[src/rtl/keypad_entry_if.sv]
// Signal bundle between the keypad scanner / ATM controller and keypad_entry.
// The master side drives the keystrokes; the slave side (keypad_entry) returns the entry results.
interface keypad_entry_if;
    logic        start;
    logic        mode;
    logic        key_valid;
    logic [3:0]  key_code;
    logic        busy;
    logic [2:0]  digit_count;
    logic [15:0] pin_input;
    logic [15:0] amount;
    logic        entry_valid;
    logic        entry_cancel;
    logic [7:0]  entry_error;

    modport master (
        output start, mode, key_valid, key_code,
        input  busy, digit_count, pin_input, amount, entry_valid, entry_cancel, entry_error
    );

    modport slave (
        input  start, mode, key_valid, key_code,
        output busy, digit_count, pin_input, amount, entry_valid, entry_cancel, entry_error
    );
endinterface

[src/rtl/keypad_entry.sv]
// Keypad entry collector: gathers a 4-digit BCD PIN or a decimal amount (converted to binary)
// for the ATM controller, with clear/backspace/cancel editing and an inactivity timeout.
module keypad_entry #(
    parameter int unsigned PIN_DIGITS     = 4,
    parameter int unsigned AMT_DIGITS     = 5,
    parameter int unsigned TIMEOUT_CYCLES = 1000,
    parameter int unsigned TW             = 10
) (
    input logic           clk,
    input logic           rst,
    keypad_entry_if.slave kp
);
    localparam int unsigned BW = 4 * AMT_DIGITS;

    localparam logic [2:0]    PIN_CNT  = 3'(PIN_DIGITS);
    localparam logic [2:0]    AMT_CNT  = 3'(AMT_DIGITS);
    localparam logic [2:0]    LAST_IDX = 3'(AMT_DIGITS - 1);
    localparam logic [TW-1:0] TLAST    = TW'(TIMEOUT_CYCLES - 1);

    localparam logic [3:0] KEY_CLEAR  = 4'hA;
    localparam logic [3:0] KEY_BACK   = 4'hB;
    localparam logic [3:0] KEY_ENTER  = 4'hC;
    localparam logic [3:0] KEY_CANCEL = 4'hD;

    localparam logic [7:0] ERR_NONE    = 8'h00;
    localparam logic [7:0] ERR_TIMEOUT = 8'h05;
    localparam logic [7:0] ERR_SHORT   = 8'h06;
    localparam logic [7:0] ERR_OVF     = 8'h07;

    typedef enum logic [1:0] {
        IDLE    = 2'd0,
        COLLECT = 2'd1,
        CONVERT = 2'd2,
        DONE    = 2'd3
    } state_t;

    state_t        state_q;
    logic          mode_q;
    logic [BW-1:0] buf_q;
    logic [2:0]    count_q;
    logic [TW-1:0] timer_q;
    logic [16:0]   acc_q;
    logic [2:0]    conv_idx_q;
    logic [15:0]   pin_q;
    logic [15:0]   amount_q;
    logic          valid_q;
    logic          cancel_q;
    logic [7:0]    error_q;

    logic [3:0]    digit_msb;
    logic [16:0]   acc_d;
    logic [2:0]    limit;

    assign digit_msb = buf_q[BW-1 -: 4];
    assign acc_d     = (acc_q * 17'd10) + {13'd0, digit_msb};
    assign limit     = mode_q ? AMT_CNT : PIN_CNT;

    always_ff @(posedge clk or posedge rst) begin
        if (rst) begin
            state_q    <= IDLE;
            mode_q     <= 1'b0;
            buf_q      <= '0;
            count_q    <= '0;
            timer_q    <= '0;
            acc_q      <= '0;
            conv_idx_q <= '0;
            pin_q      <= '0;
            amount_q   <= '0;
            valid_q    <= 1'b0;
            cancel_q   <= 1'b0;
            error_q    <= ERR_NONE;
        end else begin
            valid_q  <= 1'b0;
            cancel_q <= 1'b0;
            case (state_q)
                IDLE: begin
                    if (kp.start) begin
                        mode_q  <= kp.mode;
                        buf_q   <= '0;
                        count_q <= '0;
                        timer_q <= '0;
                        error_q <= ERR_NONE;
                        state_q <= COLLECT;
                    end
                end

                COLLECT: begin
                    if (kp.key_valid) begin
                        timer_q <= '0;
                        if (kp.key_code <= 4'd9) begin
                            if (count_q != limit) begin
                                buf_q   <= {buf_q[BW-5:0], kp.key_code};
                                count_q <= count_q + 3'd1;
                            end
                        end else begin
                            case (kp.key_code)
                                KEY_CLEAR: begin
                                    buf_q   <= '0;
                                    count_q <= '0;
                                end
                                KEY_BACK: begin
                                    if (count_q != 3'd0) begin
                                        buf_q   <= buf_q >> 4;
                                        count_q <= count_q - 3'd1;
                                    end
                                end
                                KEY_CANCEL: begin
                                    cancel_q <= 1'b1;
                                    state_q  <= IDLE;
                                end
                                KEY_ENTER: begin
                                    if (!mode_q) begin
                                        if (count_q == PIN_CNT) begin
                                            pin_q   <= buf_q[15:0];
                                            state_q <= DONE;
                                        end else begin
                                            error_q <= ERR_SHORT;
                                        end
                                    end else if (count_q == 3'd0) begin
                                        error_q <= ERR_SHORT;
                                    end else begin
                                        acc_q      <= '0;
                                        conv_idx_q <= '0;
                                        state_q    <= CONVERT;
                                    end
                                end
                                default: ;
                            endcase
                        end
                    end else if (timer_q == TLAST) begin
                        error_q  <= ERR_TIMEOUT;
                        cancel_q <= 1'b1;
                        state_q  <= IDLE;
                    end else begin
                        timer_q <= timer_q + TW'(1);
                    end
                end

                // The buffer is rotated one nibble per cycle; after AMT_DIGITS rotations it is
                // back in its original order, so an overflow can return to COLLECT with digits kept.
                CONVERT: begin
                    buf_q <= {buf_q[BW-5:0], digit_msb};
                    acc_q <= acc_d;
                    if (conv_idx_q == LAST_IDX) begin
                        conv_idx_q <= '0;
                        timer_q    <= '0;
                        if (acc_d[16]) begin
                            error_q <= ERR_OVF;
                            state_q <= COLLECT;
                        end else begin
                            amount_q <= acc_d[15:0];
                            state_q  <= DONE;
                        end
                    end else begin
                        conv_idx_q <= conv_idx_q + 3'd1;
                    end
                end

                DONE: begin
                    valid_q <= 1'b1;
                    error_q <= ERR_NONE;
                    state_q <= IDLE;
                end

                default: state_q <= IDLE;
            endcase
        end
    end

    assign kp.busy         = (state_q != IDLE);
    assign kp.digit_count  = count_q;
    assign kp.pin_input    = pin_q;
    assign kp.amount       = amount_q;
    assign kp.entry_valid  = valid_q;
    assign kp.entry_cancel = cancel_q;
    assign kp.entry_error  = error_q;
endmodule

[src/flat_wrapper.sv]
// flat-port wrapper written by rule: the top's interface ports become plain ports
module keypad_entry_flat 
#(
    parameter int unsigned PIN_DIGITS     = 4,
    parameter int unsigned AMT_DIGITS     = 5,
    parameter int unsigned TIMEOUT_CYCLES = 1000,
    parameter int unsigned TW             = 10
)
  (clk, rst, kp_start, kp_mode, kp_key_valid, kp_key_code, kp_busy, kp_digit_count, kp_pin_input, kp_amount, kp_entry_valid, kp_entry_cancel, kp_entry_error);
  keypad_entry_if kp_i ();
  input logic clk;
  input logic rst;
  input wire logic [$bits(kp_i.start)-1:0] kp_start;
  input wire logic [$bits(kp_i.mode)-1:0] kp_mode;
  input wire logic [$bits(kp_i.key_valid)-1:0] kp_key_valid;
  input wire logic [$bits(kp_i.key_code)-1:0] kp_key_code;
  output wire logic [$bits(kp_i.busy)-1:0] kp_busy;
  output wire logic [$bits(kp_i.digit_count)-1:0] kp_digit_count;
  output wire logic [$bits(kp_i.pin_input)-1:0] kp_pin_input;
  output wire logic [$bits(kp_i.amount)-1:0] kp_amount;
  output wire logic [$bits(kp_i.entry_valid)-1:0] kp_entry_valid;
  output wire logic [$bits(kp_i.entry_cancel)-1:0] kp_entry_cancel;
  output wire logic [$bits(kp_i.entry_error)-1:0] kp_entry_error;
  assign kp_i.start = kp_start;
  assign kp_i.mode = kp_mode;
  assign kp_i.key_valid = kp_key_valid;
  assign kp_i.key_code = kp_key_code;
  assign kp_busy = kp_i.busy;
  assign kp_digit_count = kp_i.digit_count;
  assign kp_pin_input = kp_i.pin_input;
  assign kp_amount = kp_i.amount;
  assign kp_entry_valid = kp_i.entry_valid;
  assign kp_entry_cancel = kp_i.entry_cancel;
  assign kp_entry_error = kp_i.entry_error;
  keypad_entry #(.PIN_DIGITS(PIN_DIGITS), .AMT_DIGITS(AMT_DIGITS), .TIMEOUT_CYCLES(TIMEOUT_CYCLES), .TW(TW)) u_core (.clk(clk), .rst(rst), .kp(kp_i));
endmodule
[config.mk]
export PLATFORM = sky130hd
export DESIGN_NAME = keypad_entry_flat
export DESIGN_NICKNAME = d
export VERILOG_FILES = /design/src/rtl/keypad_entry_if.sv /design/src/rtl/keypad_entry.sv /design/src/flat_wrapper.sv
export SDC_FILE = /design/constraint.sdc
export NUM_CORES = 1
export LEC_CHECK = 0
export BUFFER_PORTS_ARGS = -buffer_cell sky130_fd_sc_hd__clkbuf_2
export CAP_MARGIN = 20
export CORE_ASPECT_RATIO = 1.2
export CORE_MARGIN = 5
export CORE_UTILIZATION = 40
export DETAILED_ROUTE_END_ITERATION = 10
export GPL_ROUTABILITY_DRIVEN = 0
export PLACE_DENSITY = 0.56
export SKIP_CTS_REPAIR_TIMING = 1
export SYNTH_ARGS = -nofsm -noshare
export SYNTH_HDL_FRONTEND = slang
export SYNTH_SLANG_ARGS = --single-unit
[constraint.sdc]
create_clock -name clk -period 7.9 [get_ports clk]
set_clock_uncertainty 0.15 [all_clocks]
set_input_delay 1.185 -clock clk [delete_from_list [all_inputs] [get_ports clk]]
set_output_delay 1.185 -clock clk [all_outputs]
set_load 0.05 [all_outputs]
Word-level counts from Yosys, hierarchy flattened
Index checks and enable logic that the tools add are counted.
{"block": "totals", "word_cells": 130, "ff_bits": 98}
{"block": "classes", "multipliers": 1, "n_bitwise": 3, "magnitude_cmp": 1, "muxes": 61, "add_sub_neg": 5, "n_reduce_logical": 16, "eq_ne": 31}
{"op": "$mux W20", "n": 5}
{"op": "$mux W17", "n": 5}
{"op": "$mux W8", "n": 10}
{"op": "$pmux W20 S3", "n": 1}
{"op": "$mux W10", "n": 4}
{"op": "$pmux W20 S2", "n": 1}
{"op": "$pmux W17 S2", "n": 1}
{"op": "$mux W3", "n": 11}
{"op": "$pmux W8 S4", "n": 1}
{"op": "$pmux W10 S3", "n": 1}
{"op": "$reduce_and A6 Y1", "n": 4}
{"op": "$mux W2", "n": 9}
{"op": "$pmux W3 S2", "n": 3}
{"op": "$add A17 B4 Y17", "n": 1}
{"op": "$mul A17 B3 Y16 const B", "n": 1}
{"op": "$eq A4 B4 Y1 const B", "n": 4}
{"op": "$ne A3 B3 Y1 const B", "n": 4}
{"op": "$add A10 B1 Y10 const B", "n": 1}
{"op": "$eq A10 B10 Y1 const B", "n": 1}
{"op": "$ne A2 B2 Y1 const B", "n": 5}
{"op": "$ne A4 B3 Y1 const B", "n": 2}
{"op": "$ne A4 B4 Y1 const B", "n": 2}
{"op": "$pmux W2 S4", "n": 1}
{"op": "$reduce_and A8 Y1", "n": 1}
{"op": "23 further kinds", "n": 39}

Logic depth before layout (Yosys ltp)
Gate-level depths: netlist of run 1.
{"block": "logic_depth", "word_depth": 7, "mapped_depth": 13, "depth_no_buf": 12}

Least setup slack after synthesis of run 1
Ideal clock, no wire load.
{"block": "synth_path", "path_kind": "reg-to-reg", "start": "reg u_core.acc_q[1]", "end": "reg u_core.amount_q[0], in the netlist u_core.kp.amount[0]", "arrival_time_ns": 3.414, "path_slack_ns": 4.211, "setup_time_ns": 0.125, "path_stages_with_launch": 14, "n_path_buf": 1, "cell_sequence": "dfrtp_1 ha_1 ha_1 inv_1 fa_1 nand2b_1 nor2_1 nand3b_1 and4b_1 o2111ai_2 or3_4 mux2i_4 buf_12 mux2_4"}
{"block": "synth_via", "elab_chain_len": 4}
{"element": "from (decl)", "line": "keypad_entry.sv:42", "text": "logic [16:0] acc_q;"}
{"element": "from (signal assigned)", "line": "keypad_entry.sv:65", "text": "acc_q <= '0;"}
{"element": "from (signal assigned)", "line": "keypad_entry.sv:122", "text": "acc_q <= '0;"}
{"element": "from (signal assigned)", "line": "keypad_entry.sv:143", "text": "acc_q <= acc_d;"}
{"element": "$mul A17 B3 Y16", "line": "keypad_entry.sv:55", "text": "assign acc_d = (acc_q * 17'd10) + {13'd0, digit_msb};"}
{"element": "$add A17 B4 Y17", "line": "keypad_entry.sv:55"}
{"element": "$not A1 Y1 (no source line)"}
{"element": "$reduce_and A3 Y1 (no source line)"}
{"element": "to (signal assigned)", "line": "keypad_entry.sv:151", "text": "amount_q <= acc_d[15:0];"}
{"element": "to (decl)", "line": "keypad_entry.sv:45", "text": "logic [15:0] amount_q;"}
No other way between the ends.
A chain may end at the register's enable or synchronous reset.

Final worst setup path of run 1
{"block": "layout_path", "start": "reg u_core.acc_q[1]", "end": "reg u_core.amount_q[2], in the netlist u_core.kp.amount[2]"}
{"block": "layout_via", "elab_chain_len": 4}
{"element": "$mul A17 B3 Y16 *", "line": "keypad_entry.sv:55"}
{"element": "$add A17 B4 Y17 *", "line": "keypad_entry.sv:55"}
{"element": "$not A1 Y1 (no source line)"}
{"element": "$reduce_and A3 Y1 (no source line)"}
Every way passes the cells marked *; elsewhere a longest branch is shown, timed or not.

==> results.yml, run 1 <==
status:
  status: "finished clean"
grt:
  grt_pass1_wl_um: 20600
  grt_pass1_vias: 4143
  grt_max_degree: 56
  grt_overflow: 0
  antenna_found_initial: 0
  gr-usage-all-layers_pct: 16.3
clock_tree:
  htree_levels: 3
  cts-root-buf: "clkbuf_16"
  clock_path_buffers: 2
  cts.sinks: 92
  cts_inserted_buffers: 9
  worst_skew_pair.late_latency_ps: 350
  clk_pin_slew_ps: 70
  cts_tree: "built"
sta:
  setup_viol: 0
  finalMaxSlewViolations: 0
  tightest_slew_ps: 859
  setup_tns_ps: 0
  hold_viol: 0
  post-route-min-period_ps: 4250
  fmax_ghz: 0.235
  grt_setup_unrepaired: "no"
  relSlewSlack_pct: 42.7
  final.period_utilization_pct: 53.8
power_and_ir_drop:
  power.density_mw_per_mm2: 213
  peakVddDrop_mv: 0.164
  p_int_uw: 830
  leakagePower_uw: 0.00296
  p_clk_share_pct: 32.4
  combPwrFrac_pct: 26.3
  net-switching-power_uw: 473
  seq_power_share_pct: 41.3
  swShare_pct: 36.3
setup_path:
  worstSetupPathType: "reg2reg"
  cp_max_fo: 16
  startpoint_type: "register"
  endpoint_kind: "register"
  cp.required_ps: 7980
  arrival_ps: 4330
yosys:
  synth_top_family_by_area: "simple AND/OR/NAND/NOR gates"
  synth_simple_gate_area_share_pct: 16.0
  netlist_instances: 558
  yosysMostFrequentCell: "dfrtp_1"
  synth_compound_area_share_pct: 14.6
  async_flop_share_pct: 100
  synth_warnings: 0
  synth_seq_cells: 92
  ys_seq_area_share_pct: 42.3
  postSynthAreaPerCell_sq_um: 9.76
  synthesis.area_sq_mm: 0.00545
  synth_xor_xnor_area_share_pct: 5.08
  synth_largest_area_cell: "dfrtp_1"
  yosys.area_share.adder_pct: 9.46
  synthFlopType: "dfrtp_1"
  synthTopCellsByArea: "dfrtp_1 42%, ha_1 8.7%, nand2_1 5.6%"
  synth_cell_type_count: 59
  synth_commonest_cells: "92 x dfrtp_1, 81 x nand2_1, 54 x o21ai_0, 38 x ha_1, 33 x nor2_1"
  synth_mux_area_share_pct: 8.18
  netlist.area_leader.share_pct: 42.3
  synth_edf_count: 0
hold_path:
  hp-class: "reg2reg"
place:
  portBuffers: 49
  place_area_sq_mm: 0.00580
  dp_hpwl_um: 8940
final_layout:
  final_layout_size_suffix_gt1_share_pct: 17.7
  nets: 649
  design_area_sq_mm: 0.00611
  syn2layout_area_growth_pct: 12.1
  insertedDiodeCount: 0
floorplan:
  placementRows: 46
  ios: 55
  start_util_pct: 41.0
  core-area_sq_mm: 0.0133
  die_w_um: 117
  dieHeight_um: 138
  die-area_sq_mm: 0.0161
route:
  first_pass_iters: 4
  wl_um: 12200
  vias_per_cell: 5.37
  drtAntennaViolNets: 0
  wl_per_cell_um: 15.8
  dr.first_iter.drc_count: 149
  num_vias: 4151
  drc_errors: 0
run:
  max_cap_violations: 0
state kept, by name, summed over array words and instances (netlist names):
register / cells
u_core.state_q: 2
u_core.kp.digit_count: 3
u_core.buf_q: 20
u_core.timer_q: 10
u_core.mode_q: 1
u_core.kp.pin_input: 16
u_core.acc_q: 16
u_core.kp.entry_cancel: 1
u_core.kp.amount: 16
u_core.kp.entry_valid: 1
u_core.kp.entry_error: 3
u_core.conv_idx_q: 3
placed cells by master (no fill, tap or decap), drive strengths merged, types with 2 or more instances in the layout:
cell and n:
nor2b 7, nand3b 2, nor3b 2, or3 7
nand2b 9, a211oi 2, dfrtp 92, nor3 8
nor4b 3, fa 2, and2 2, o31a 2
xor2 15, mux2i 8, o21ai 55, mux2 30
a21o 2, a21oi 18, o31ai 2, nand4 4
buf 4, conb 5, xnor2 14, a222oi 2
clkinv 3, clkbuf 60, o221ai 2, nor2 33
ha 38, inv 27, a22o 18, nand2 81
o21a 4, o22ai 2, nand3 16, and4 2
o211ai 4, nor4 2
stage by stage:
step	util [%]	cells	total power (uW)	worst slack, ps	hold slack, ps
2_1_floorplan	-	562	802	4170	317
3_3_place_gp	43.6	755	883	3760	340
3_5_place_dp	43.6	755	884	3640	341
4_1_cts	45.8	771	1310	3630	356
5_1_grt	45.9	773	1380	3450	377
6_report	45.9	773	1300	3650	353
kinds of logic after synthesis:
logic type                 count (synthesis)
buffers and inverters                     52
AOI/OAI and AO/OA                        121
adders and majority gates                 40
DFF                                       92
muxes                                     38
xor gates and xnor gates                  30
other                                      1
and+or+nand+nor                          184
worst max-delay path, cell delays in order (launching register included):
cell and delay [ps]:
dfrtp_1 430, ha_1 320, ha_1 230, inv_1 80, fa_1 450, nand2b_1 210
nor2_1 170, nand3b_1 110, and4b_1 340, o2111ai_2 180, or3_4 400, mux2i_4 650
mux2_2 410
routing by layer:
metal	wire length (um)	global-route usage, %	part of all wire [%]	up-vias
met2	5910	26.7	48	87
met3	538	2.99	4.4	15
li1	-	-	-	2036
met1	5560	21.7	46	2013
met4	181	5.35	1.5	0
met5	0	0	0	-
worst paths after layout:
| kind | startpoint | slack [ps] | endpoint | depth (start not counted) |
|---|---|---|---|---|
| worst max register to register | u_core.acc_q[1]$_DFFE_PP0P_ | 3650 | u_core.kp.amount[2]$_DFFE_PP0P_ | 12 |
| worst min register to register | u_core.acc_q[15]$_DFFE_PP0P_ | 350 | u_core.acc_q[15]$_DFFE_PP0P_ | 2 |
| worst min-delay path | u_core.acc_q[15]$_DFFE_PP0P_ | 350 | u_core.acc_q[15]$_DFFE_PP0P_ | 2 |
| min in group asynchronous | rst | 740 | u_core.kp.pin_input[13]$_DFFE_PP0P_ | 2 |
| worst max-delay path | u_core.acc_q[1]$_DFFE_PP0P_ | 3650 | u_core.kp.amount[2]$_DFFE_PP0P_ | 12 |
| max in group asynchronous | rst | 5720 | u_core.acc_q[13]$_DFFE_PP0P_ | 3 |
power by group through the flow:
stage                     clock network, uW  logic (uW)  registers (uW)
after floorplan                           0         219             582
after global placement                    0         337             545
after detailed placement                  0         336             547
after CTS                               436         338             538
after global routing                    455         380             544
final                                   422         343             538
area by class of cell:
cell class                      instances  area, sq um
Sequential cell                        92         2300
Tap cell                              168          210
Timing Repair Buffer                   53          283
Clock inverter                          5         45.0
Fill cell                            1268         7190
Inverter                               26         98.8
Multi-Input combinational cell        418         2930
Clock buffer                           11          243
No activity file was read; power rests on OpenSTA's default activity.
==> inputs of run 2 (changes only) <==
--- a/config.mk
+++ b/config.mk
@@ -12,7 +12,7 @@
 export CORE_UTILIZATION = 40
 export DETAILED_ROUTE_END_ITERATION = 10
 export GPL_ROUTABILITY_DRIVEN = 0
-export PLACE_DENSITY = 0.56
+export PLACE_DENSITY = 0.58
 export SKIP_CTS_REPAIR_TIMING = 1
 export SYNTH_ARGS = -nofsm -noshare
 export SYNTH_HDL_FRONTEND = slang
==> constraint.sdc (replaced) <==
create_clock -name clk -period 3.6 [get_ports clk]
set_clock_uncertainty 0.15 [all_clocks]
set_input_delay 0.54 -clock clk [delete_from_list [all_inputs] [get_ports clk]]
set_output_delay 0.54 -clock clk [all_outputs]
set_load 0.05 [all_outputs]
==> run 2 against run 1 <==
  * The flow now finishes with violations (setup timing)
  * Critical path depth increased by 1
  * Global-route usage increased by 0.26 points
  * First-iteration DRC count increased by 14%
  * Power increased by 120%
  * Fmax increased by 15%
  * Sequential power increased by 120%
  * Sequential cell count unchanged
  * Sequential share of layout area decreased by 3.2 points
  * Clock-buffer cell count decreased by 1
  * Clock power increased by 140%
  * Hold slack got worse by 230 ps
  * Register-to-register slack got worse by 3700 ps
  * Critical path type unchanged
  * Critical endpoint is now u_core.kp.amount[14]$_DFFE_PP0P_
==> results.yml, run 2 (same netlist as run 1, synthesis figures left out) <==
place:
  dp_cells: 787
  dp_hpwl_um: 9190
  portBuffers: 49
  place_area_sq_mm: 0.00609
power_and_ir_drop:
  power.density_mw_per_mm2: 438
  combPwrFrac_pct: 25.6
  peakVddDrop_mv: 0.329
  leakagePower_uw: 0.00321
  swShare_pct: 35.5
  net-switching-power_uw: 1040
  p_int_uw: 1890
  seq_power_share_pct: 40.5
  p_clk_share_pct: 34.0
grt:
  grt_max_degree: 93
  grt_pass1_wl_um: 20900
  antenna_found_initial: 0
  gr-usage-all-layers_pct: 16.5
  grt_pass1_vias: 4190
  grt_overflow: 0
sta:
  post-route-min-period_ps: 3690
  fmax_ghz: 0.271
  setup_tns_ps: -863
  setup_viol: 14
  fin_ws_ps: -86.2
  finalMaxSlewViolations: 0
  tightest_slew_ps: 712
  final.period_utilization_pct: 102
  hold_viol: 0
  grt_setup_unrepaired: "yes"
  fin_hold_ws_ps: 120
  relSlewSlack_pct: 52.5
final_layout:
  insertedDiodeCount: 0
  final_cell_mix: "92 x dfrtp_1, 81 x nand2_1, 53 x o21ai_0"
  design_area_sq_mm: 0.00668
  largest_reg_flops: 20
  largest_register: "u_core.buf_q"
  layoutNonFillerInstCount: 814
  final_common_cell: "dfrtp_1"
  final_layout_size_suffix_gt1_share_pct: 26.3
  nets: 690
  syn2layout_area_growth_pct: 22.6
setup_path:
  r2r_end: "u_core.kp.amount[14]$_DFFE_PP0P_"
  cp-endpoint: "u_core.kp.amount[14]$_DFFE_PP0P_"
  cp_max_fo: 7
  cp.required_ps: 3700
  r2r_start: "u_core.acc_q[3]$_DFFE_PP0P_"
  arrival_ps: 3780
  endpoint_kind: "register"
  reg2reg_depth: 13
  startpoint_type: "register"
  r2r_setup_slack_ps: -90
  startpoint: "u_core.acc_q[3]$_DFFE_PP0P_"
  worstSetupPathType: "reg2reg"
clock_tree:
  clk_pin_slew_ps: 70
  htree_levels: 3
  cts_inserted_buffers: 9
  cts-root-buf: "clkbuf_16"
  cts.sinks: 92
  clock_path_buffers: 2
  worst_skew_pair.late_latency_ps: 360
  cts_tree: "built"
route:
  wl_per_cell_um: 16.0
  drc_errors: 0
  dr.first_iter.drc_count: 170
  first_pass_iters: 5
  num_vias: 4279
  vias_per_cell: 5.26
  drtAntennaViolNets: 0
  wl_um: 13000
floorplan:
  die_w_um: 117
  core-area_sq_mm: 0.0133
  ios: 55
  placementRows: 46
  start_util_pct: 41.0
  dieHeight_um: 138
  die-area_sq_mm: 0.0161
hold_path:
  hp-class: "in2async"
run:
  max_cap_violations: 0
status:
  violations: "setup timing"
  status: "complete, but fails checks"
run 2: how the worst min path moves through the flow:
stage	endpoint	slack, ps	depth (start not counted)
after floorplan	u_core.buf_q[0]$_DFFE_PP0P_	320	2
after global placement	u_core.buf_q[2]$_DFFE_PP0P_	340	2
after detailed placement	u_core.kp.amount[0]$_DFFE_PP0P_	340	1
after CTS	u_core.conv_idx_q[2]$_DFFE_PP0P_	140	3
after global routing	u_core.kp.pin_input[14]$_DFFE_PP0P_	180	3
final	u_core.acc_q[11]$_DFFE_PP0P_	120	3
run 2: power groups by stage:
stage	sequential (uW)	clock (uW)	combinational, uW
2_1_floorplan	1280	0	481
3_3_place_gp	1200	0	738
3_5_place_dp	1200	0	749
4_1_cts	1180	1030	754
5_1_grt	1200	1060	827
6_report	1180	994	749
run 2: metrics by stage:
step	utilization, %	worst slack, ps	power (uW)
2_1_floorplan	-	-32.3	1760
3_3_place_gp	45.8	-43.2	1940
3_5_place_dp	45.8	-139	1950
4_1_cts	48.1	-144	2970
5_1_grt	50.2	-196	3090
6_report	50.2	-86.2	2930
run 2: worst max-delay path: stages (launching register included):
cell and delay, ps:
dfrtp_1 400, ha_1 290, ha_2 180, inv_2 40, fa_2 360, nor2b_2 180
o31a_1 290, nor2_2 80, xnor2_2 270, o2111ai_4 160, or3_4 390, mux2i_4 280
clkbuf_16 220, mux2_4 290
run 2: per-layer routing:
| layer | vias up | global-route usage (%) | wire [um] |
|---|---|---|---|
| li1 | 2119 | - | - |
| met1 | 2082 | 21.2 | 5720 |
| met2 | 67 | 28.3 | 6650 |
| met3 | 11 | 3.12 | 487 |
| met4 | 0 | 4.97 | 166 |
| met5 | - | 0 | 0 |
run 2: final cells by class:
| class | instances | area, sq um |
|---|---|---|
| Sequential cell | 92 | 2300 |
| Clock inverter | 6 | 71.3 |
| Tap cell | 168 | 210 |
| Fill cell | 1220 | 6620 |
| Multi-Input combinational cell | 418 | 3110 |
| Timing Repair Buffer | 94 | 644 |
| Clock buffer | 10 | 239 |
| Inverter | 26 | 98.8 |
==> inputs of run 3 (changes only) <==
--- a/config.mk
+++ b/config.mk
@@ -5,13 +5,13 @@
 export SDC_FILE = /design/constraint.sdc
 export NUM_CORES = 1
 export LEC_CHECK = 0
+export ABC_CLOCK_PERIOD_IN_PS = 3600
 export BUFFER_PORTS_ARGS = -buffer_cell sky130_fd_sc_hd__clkbuf_2
 export CAP_MARGIN = 20
 export CORE_ASPECT_RATIO = 1.2
 export CORE_MARGIN = 5
 export CORE_UTILIZATION = 40
 export DETAILED_ROUTE_END_ITERATION = 10
-export GPL_ROUTABILITY_DRIVEN = 0
 export PLACE_DENSITY = 0.58
 export SKIP_CTS_REPAIR_TIMING = 1
 export SYNTH_ARGS = -nofsm -noshare
==> constraint.sdc (replaced) <==
create_clock -name clk -period 3.6 [get_ports clk]
set_clock_uncertainty 0.15 [all_clocks]
set_input_delay 0 -clock clk [delete_from_list [all_inputs] [get_ports clk]]
set_output_delay 0 -clock clk [all_outputs]
set_load 0.05 [all_outputs]
==> run 3 against run 2 <==
  * The run ends with hold timing, setup timing left
  * Critical path depth shrank 2
  * Wire length grew 0.84%
  * Critical path type unchanged
  * Utilization shrank 0.10 points
  * Clock-buffer cell count is the same
  * Non-clock buffer count grew 3
  * Die area is the same
  * Hold slack lost 150 ps
  * Largest cell class unchanged
  * Sequential cell count is the same
  * Fmax shrank 0.98%
  * Design area shrank 0.21%
==> results.yml, run 3 (same netlist as run 1, synthesis figures left out) <==
status:
  status: "complete, but fails checks"
  violations: "hold timing, setup timing"
setup_path:
  arrival_ps: 3810
  r2r_setup_slack_ps: -120
  startpoint_type: "register"
  reg2reg_depth: 11
  cp.required_ps: 3680
  worstPathCellList: "ha_1, ha_1, a21o_1, or3_1, o21ai_2, and4_4, o2111ai_4, or3_4, mux2i_4, clkbuf_16, mux2_4"
  cpPeakStageDelay_ps: 430
  r2r_end: "u_core.kp.amount[13]$_DFFE_PP0P_"
  crit_family: "simple AND/OR/NAND/NOR gates"
  r2r_start: "u_core.acc_q[6]$_DFFE_PP0P_"
  slowest_stage: "dfrtp_1"
  worstSetupPathType: "reg2reg"
  crit_buf_inv: 1
  cp_max_fo: 6
  endpoint_kind: "register"
  cp_num_cells: 11
  cp_common_cell: "ha_1"
grt:
  met1_usage_pct: 21.0
  antenna_found_initial: 0
  grt_max_degree: 41
  met2_usage_pct: 28.5
  use_met3_pct: 2.86
  top_usage_layer: "met2"
  gr-usage-all-layers_pct: 16.7
  grt_overflow: 0
  grt_pass1_wl_um: 21100
  grt_pass1_vias: 4327
clock_tree:
  cts-root-buf: "clkbuf_16"
  cts_tree: "built"
  clk_pin_slew_ps: 70
  cts_inserted_buffers: 9
  worst_skew_pair.late_latency_ps: 350
  htree_levels: 3
  cts.sinks: 92
  clock_path_buffers: 2
final_layout:
  largest_register: "u_core.buf_q"
  nets: 693
  syn2layout_area_growth_pct: 22.3
  fill_cells: 1220
  design_area_sq_mm: 0.00666
  final_common_cell: "dfrtp_1"
  insertedDiodeCount: 0
  final_layout_size_suffix_gt1_share_pct: 25.3
  final_cell_mix: "92 x dfrtp_1, 81 x nand2_1, 54 x o21ai_0"
  largest_reg_flops: 20
floorplan:
  dieHeight_um: 138
  die-area_sq_mm: 0.0161
  core-area_sq_mm: 0.0133
  die_w_um: 117
  placementRows: 46
  start_util_pct: 41.0
  ios: 55
route:
  first_pass_iters: 4
  vias_per_cell: 5.26
  wl_per_cell_um: 16.1
  drtAntennaViolNets: 0
  wl_um: 13100
  num_vias: 4297
  dr.first_iter.drc_count: 221
  drc_errors: 0
hold_path:
  hp-class: "in2reg"
  holdPathStages: 4
  hold_end: "u_core.timer_q[1]$_DFFE_PP0P_"
  hold_path_startpoint: "kp_key_valid"
place:
  portBuffers: 49
  dp_slack_ps: -128
  routabilityCongestion: 0.858
  dp_hpwl_um: 9380
  place_area_sq_mm: 0.00607
power_and_ir_drop:
  finalPower_uw: 2930
  peakVddDrop_mv: 0.346
  leakagePower_uw: 0.00325
  power.density_mw_per_mm2: 439
sta:
  relSlewSlack_pct: 51.9
  setup_tns_ps: -1280
  final.period_utilization_pct: 103
  grt_setup_unrepaired: "yes"
  fin_hold_ws_ps: -26.7
  post-route-min-period_ps: 3720
  fin_ws_ps: -123
  finalMaxSlewViolations: 0
  hold_viol: 2
  fmax_ghz: 0.269
  setup_viol: 16
  tightest_slew_ps: 721
run:
  max_cap_violations: 0
==> run 3: cell type report <==
cell class | count | area [sq um] | area share, %
clock buffer | 10 | 239 | 3.59
clock inverter | 6 | 72.6 | 1.09
inverter | 26 | 98.8 | 1.48
multi-input combinational | 418 | 3080 | 46.2
sequential | 92 | 2300 | 34.5
tap | 168 | 210 | 3.15
timing repair buffer | 97 | 661 | 9.91
==> run 3: report_power, final <==
group	switching, uW	total, uW	leakage, uW	internal [uW]
Combinational	531	757	0.00182	226
Clock	422	986	0.000155	564
Sequential	75.9	1180	0.00127	1110
Total	1030	2930	0.00325	1900
==> run 3: stage by stage <==
| step | cells | util, % |
|---|---|---|
| floorplan | 562 | - |
| global placement | 786 | 45.7 |
| detailed placement | 786 | 45.7 |
| CTS | 802 | 48.0 |
| global route | 817 | 50.1 |
| finish | 817 | 50.1 |
==> run 3: worst min-delay path: cells and delay by family <==
kind | cells | cell delay (ps)
buffers and inverters | 1 | 160
AOI/OAI and AO/OA | 1 | 70
and+or+nand+nor | 2 | 200
==> run 3: worst max-delay path by stage <==
stage,end,start
floorplan,u_core.kp.amount[0]$_DFFE_PP0P_,u_core.acc_q[1]$_DFFE_PP0P_
global placement,u_core.kp.amount[2]$_DFFE_PP0P_,u_core.acc_q[3]$_DFFE_PP0P_
detailed placement,u_core.kp.amount[4]$_DFFE_PP0P_,u_core.acc_q[3]$_DFFE_PP0P_
CTS,u_core.kp.amount[4]$_DFFE_PP0P_,u_core.acc_q[3]$_DFFE_PP0P_
global route,u_core.kp.amount[13]$_DFFE_PP0P_,u_core.acc_q[5]$_DFFE_PP0P_
finish,u_core.kp.amount[13]$_DFFE_PP0P_,u_core.acc_q[6]$_DFFE_PP0P_
==> run 3: per-layer routing <==
metal,up-vias,part of all wire (%)
met5,-,0
met4,0,1.6
met3,12,3.2
met2,86,51
met1,2078,45
li1,2121,-
